`src/rtl/back_end_native.sv`:
```
// ---------------------------------------------------------------------------
// back_end_native
//
// Memory-side initiator of the cache's native valid/ready interface.
// Drains write-through buffer entries to memory (one word per transaction)
// and refills a cache line as a burst of word reads on a miss. Buffered
// writes always win over a pending refill, so a refill never reads a
// location that still has a newer value waiting in the write buffer.
//
// Optional feature macro: BE_WORD_ADDR_EN
//   defined   : mem_addr is a word address, FE_ADDR_W-FE_BYTE_W bits wide
//   undefined : mem_addr is a byte address, FE_ADDR_W bits wide, low
//               FE_BYTE_W bits always zero
//
// Ports
//   clk, reset        clock; asynchronous active-high reset
//   write_valid       write buffer holds an entry
//   write_addr/wdata/wstrb  head entry of the write buffer (word address)
//   write_pop         1-cycle pulse: head entry accepted by memory
//   replace_valid     refill request (level, held until replace is seen)
//   replace_addr      line address to refill
//   replace           refill in progress
//   read_valid        refill word valid this cycle
//   read_addr         word index within the line
//   read_rdata        refill word
//   mem_valid         memory request
//   mem_addr          memory address (byte or word, see macro above)
//   mem_wdata         write data
//   mem_wstrb         byte strobes; all zero means read
//   mem_rdata         read data, valid together with mem_ready
//   mem_ready         request accepted/completed this cycle
// ---------------------------------------------------------------------------
module back_end_native #(
  parameter int unsigned FE_ADDR_W  = 32,
  parameter int unsigned FE_DATA_W  = 32,
  parameter int unsigned WORD_OFF_W = 2,
  localparam int unsigned FE_NBYTES = FE_DATA_W / 8,
  localparam int unsigned FE_BYTE_W = $clog2(FE_NBYTES),
  localparam int unsigned RD_ADDR_W = (WORD_OFF_W > 0) ? WORD_OFF_W : 1,
`ifdef BE_WORD_ADDR_EN
  localparam int unsigned MEM_ADDR_W = FE_ADDR_W - FE_BYTE_W
`else
  localparam int unsigned MEM_ADDR_W = FE_ADDR_W
`endif
) (
  input  logic                                    clk,
  input  logic                                    reset,
  // write-through buffer side
  input  logic                                    write_valid,
  input  logic [FE_ADDR_W-FE_BYTE_W-1:0]          write_addr,
  input  logic [FE_DATA_W-1:0]                    write_wdata,
  input  logic [FE_NBYTES-1:0]                    write_wstrb,
  output logic                                    write_pop,
  // line refill side
  input  logic                                    replace_valid,
  input  logic [FE_ADDR_W-FE_BYTE_W-WORD_OFF_W-1:0] replace_addr,
  output logic                                    replace,
  output logic                                    read_valid,
  output logic [RD_ADDR_W-1:0]                    read_addr,
  output logic [FE_DATA_W-1:0]                    read_rdata,
  // memory side
  output logic                                    mem_valid,
  output logic [MEM_ADDR_W-1:0]                   mem_addr,
  output logic [FE_DATA_W-1:0]                    mem_wdata,
  output logic [FE_NBYTES-1:0]                    mem_wstrb,
  input  logic [FE_DATA_W-1:0]                    mem_rdata,
  input  logic                                    mem_ready
);

  localparam int unsigned WA_W = FE_ADDR_W - FE_BYTE_W;   // word address width
  localparam int unsigned LA_W = WA_W - WORD_OFF_W;        // line address width
  localparam logic [RD_ADDR_W-1:0] LAST_WORD = RD_ADDR_W'((1 << WORD_OFF_W) - 1);

  typedef enum logic [1:0] {
    ST_IDLE,
    ST_WRITE,
    ST_READ
  } state_e;

  state_e               state_q, state_d;
  logic [RD_ADDR_W-1:0] word_cnt_q, word_cnt_d;
  logic [LA_W-1:0]      line_addr_q, line_addr_d;
  logic [WA_W-1:0]      rd_word_addr;

  // Line address is captured when the refill starts: the controller drops
  // replace_valid once it sees replace, so the request inputs are not
  // guaranteed to stay put for the whole burst, while mem_addr must.
  if (WORD_OFF_W > 0) begin : g_multi_word
    assign rd_word_addr = {line_addr_q, word_cnt_q[RD_ADDR_W-1:0]};
  end else begin : g_single_word
    assign rd_word_addr = line_addr_q;
  end

  function automatic logic [MEM_ADDR_W-1:0] to_mem_addr(input logic [WA_W-1:0] wa);
`ifdef BE_WORD_ADDR_EN
    return wa;
`else
    return MEM_ADDR_W'(wa) << FE_BYTE_W;
`endif
  endfunction

  // Next state and all outputs. Every output is a function of the
  // registered state (plus mem_ready/mem_rdata for the completion strobes),
  // so the asynchronous reset forces all outputs low immediately.
  always_comb begin
    state_d     = state_q;
    word_cnt_d  = word_cnt_q;
    line_addr_d = line_addr_q;

    write_pop   = 1'b0;
    replace     = 1'b0;
    read_valid  = 1'b0;
    read_addr   = '0;
    read_rdata  = '0;
    mem_valid   = 1'b0;
    mem_addr    = '0;
    mem_wdata   = '0;
    mem_wstrb   = '0;

    case (state_q)
      ST_IDLE: begin
        if (write_valid) begin
          state_d = ST_WRITE;
        end else if (replace_valid) begin
          state_d     = ST_READ;
          line_addr_d = replace_addr;
          word_cnt_d  = '0;
        end
      end

      ST_WRITE: begin
        mem_valid = 1'b1;
        mem_addr  = to_mem_addr(write_addr);
        mem_wdata = write_wdata;
        mem_wstrb = write_wstrb;
        if (mem_ready) begin
          write_pop = 1'b1;
          state_d   = ST_IDLE;
        end
      end

      ST_READ: begin
        replace   = 1'b1;
        mem_valid = 1'b1;
        mem_addr  = to_mem_addr(rd_word_addr);
        if (mem_ready) begin
          read_valid = 1'b1;
          read_addr  = word_cnt_q;
          read_rdata = mem_rdata;
          if (word_cnt_q == LAST_WORD) begin
            word_cnt_d = '0;
            state_d    = ST_IDLE;
          end else begin
            word_cnt_d = word_cnt_q + RD_ADDR_W'(1);
          end
        end
      end

      default: begin
        state_d = ST_IDLE;
      end
    endcase
  end

  always_ff @(posedge clk or posedge reset) begin
    if (reset) begin
      state_q     <= ST_IDLE;
      word_cnt_q  <= '0;
      line_addr_q <= '0;
    end else begin
      state_q     <= state_d;
      word_cnt_q  <= word_cnt_d;
      line_addr_q <= line_addr_d;
    end
  end

endmodule

```
`config.mk`:
```
export PLATFORM = sky130hd
export DESIGN_NAME = back_end_native
export DESIGN_NICKNAME = d
export VERILOG_FILES = /design/src/rtl/back_end_native.sv
export SDC_FILE = /design/constraint.sdc
export NUM_CORES = 1
export LEC_CHECK = 0
export ABC_AREA = 1
export CORE_MARGIN = 2
export CORE_UTILIZATION = 31
export CTS_CLUSTER_SIZE = 40
export DETAILED_ROUTE_END_ITERATION = 16
export GPL_TIMING_DRIVEN = 0
export PLACE_DENSITY_LB_ADDON = 0.08
export SYNTH_ARGS = -nofsm -noshare
export SYNTH_HDL_FRONTEND = slang
export SYNTH_SLANG_ARGS = --single-unit
```
`constraint.sdc`:
```
create_clock -name clk -period 1.65 [get_ports clk]
set_clock_uncertainty 0.05 [all_clocks]
set_input_delay 0.33 -clock clk [delete_from_list [all_inputs] [get_ports clk]]
set_output_delay 0.33 -clock clk [all_outputs]
set_load 0.05 [all_outputs]
```
==> flow_summary.json <==
{
  "dpl.cell_count": 761,
  "wl_mm": 14.1,
  "dr.pass1.iters": 4,
  "combPwrFrac": 0.806,
  "timing.fmax_ghz": 0.480,
  "track_usage": 0.262,
  "p_total_mw": 11.0,
  "p_per_area_nw_per_um2": 1590,
  "r2r_cells": 10,
  "avgSynthCellArea_um2": 5.98,
  "hp-class": "in2async",
  "cp-start-kind": "flop",
  "ioPinCount": 237,
  "grt_pass1_wl_mm": 18.2,
  "drive_gt1_frac": 0.489,
  "cp.arrival_ns": 1.70,
  "clock_latency_ns": 0.28,
  "die_h_um": 94.4,
  "rsz0062_at_grt": "yes",
  "root_buffer": "clkbuf_8",
  "peakVddDrop_mv": 1.26,
  "clk_path_buf_depth": 2,
  "num-nets-final": 828,
  "ys_warn_count": 0,
  "finalSetupViolations": 104,
  "r2r_end": "word_cnt_q[0]",
  "routed_via_density": 4.77,
  "required_ns": 1.27,
  "antenna_found_initial": 0,
  "min_period_ns": 2.08,
  "p_leak_nw": 3.05,
  "status": "finished with violations",
  "syn_to_final_growth_pct": 174,
  "drv_slew": 0,
  "clkPwrFrac": 0.060,
  "postSynthCellCount": 424,
  "internal-power_mw": 5.17,
  "finalNonFillerCells": 795,
  "diodes": 0,
  "clk_pin_slew_worst_paths_ns": 0.07,
  "drv_cap": 0,
  "period_share": 1.26,
  "end_kind": "output port",
  "grt_max_degree": 33,
  "drt-initial-drc-count": 147,
  "rows": 32,
  "final_cell_mix": "clkdlybuf4s50_1, nand2_1, buf_6",
  "seqPwrFrac": 0.134,
  "critical_path_class": "reg2out",
  "seq_area_frac_synth": 0.316,
  "violations": "setup timing",
  "die-area_um2": 8920,
  "timing.final.ws_setup_ns": -0.434,
  "num_vias": 3795,
  "core_um2": 7810,
  "io_buffer_count": 234,
  "rrSetupSlack_ns": -0.06,
  "h-tree-depth": 2,
  "dpl.hpwl_mm": 9.38,
  "syn-cell-area_um2": 2530,
  "cts_num_sinks": 32,
  "ant_nets": 0,
  "initial_utilization": 0.325,
  "post-route-drc-count": 0,
  "grt_pass1_vias": 3557,
  "yosys_register_bits": 32,
  "path_max_fanout": 10,
  "place.gp.congestion": 0.757,
  "die_width_um": 94.4,
  "p_switching_mw": 5.84,
  "place_area_um2": 6020,
  "cts_tree": "built",
  "overflow": 0,
  "yosys.cell_types.count": 18,
  "final_area_um2": 6950,
  "hold_viol_final": 0,
  "swShare": 0.530,
  "final_common_cell": "clkdlybuf4s50_1",
  "numCtsBuffers": 5,
  "rr_startpoint": "state_q[0]",
  "wl_per_cell_um": 17.8,
  "holdWs_ns": 0.251,
  "holdBufCountCts": 0
}
final cells by class:
cell class                 instances  area, um2
timing repair buffer             260       2920
buffer                            25        427
clock buffer                       7       86.3
clock inverter                     1       7.51
inverter                         111        568
tap                              102        128
multi-input combinational        257       2010
fill                             360        861
sequential                        32        801
synthesized netlist by cell type:
master	number	area, um2
ha_1	5	62.6
buf_6	5	56.3
conb_1	1	3.75
clkbuf_1	13	48.8
o21ai_2	20	175
or2_1	1	6.26
o21ai_0	7	35.0
inv_1	111	417
nand2_1	144	541
a21oi_1	31	155
o21bai_1	2	15.0
o21ai_1	2	10.0
nor3_1	1	5.00
dfrtp_1	32	801
nand3_1	4	20.0
buf_2	6	30.0
buf_4	2	15.0
nor2_1	37	139
how the worst max path moves through the flow:
stage / from / endpoint / cells past startpoint
2_1_floorplan: state_q[0] / mem_addr[2] / 6
3_3_place_gp: state_q[1] / mem_wdata[22] / 8
3_5_place_dp: state_q[1] / mem_wdata[22] / 8
4_1_cts: state_q[0] / mem_addr[9] / 7
5_1_grt: state_q[1] / mem_wdata[19] / 7
6_report: state_q[0] / mem_wdata[19] / 7
power groups by stage:
stage	Combinational (mW)	Clock (mW)	Sequential (mW)
2_1_floorplan	5.29	0	1.37
6_report	8.88	0.655	1.48
5_1_grt	9.23	0.684	1.52
3_3_place_gp	6.97	0	1.40
3_5_place_dp	7.09	0	1.43
4_1_cts	7.73	0.650	1.42
kinds of logic (layout without fill, tap and decap cells):
group,Yosys count,count (layout),share of synthesized area
adder cells (fa/ha/maj),5,5,0.0247
other,1,2,0.00148
AND/OR/NAND/NOR,187,188,0.280
buffers and inverters,137,404,0.224
flip-flops,32,32,0.316
AO/OA/AOI/OAI,62,62,0.154
critical path, stage by stage (launching register included):
cell        delay, ns
dfrtp_1          0.39
buf_4            0.14
ha_4             0.21
buf_8            0.16
buf_12           0.15
nand2_1          0.11
clkinvlp_4       0.10
buf_6            0.15
per-stage QoR:
stage,setup TNS [ns],worst slack (ns),utilization
4_1_cts,-36.82,-0.406,0.820
3_3_place_gp,-105.98,-1.11,0.771
2_1_floorplan,-18.07,-0.202,-
5_1_grt,-46.02,-0.515,0.890
6_report,-38.48,-0.434,0.890
3_5_place_dp,-111.73,-1.15,0.771
state kept, by name, indices dropped and copies added, names as in the netlist:
| register | cells |
|---|---|
| word_cnt_q | 2 |
| line_addr_q | 28 |
| state_q | 2 |
layer usage:
layer / wire length [um] / GRT usage / up-vias
li1: - / - / 1749
met1: 4690 / 0.262 / 1820
met2: 7640 / 0.504 / 177
met3: 1170 / 0.0782 / 49
met4: 632 / 0.100 / 0
met5: 0 / 0 / -
timing repair:
item | in CTS | in global routing
cloned | 4 | 10
gates resized for setup | 748 | 93
endpoints found under the setup margin | 104 | 126
setup buffers | 1 | 11
pin swaps | 3 | 15
No activity file was read; power rests on OpenSTA's default activity.
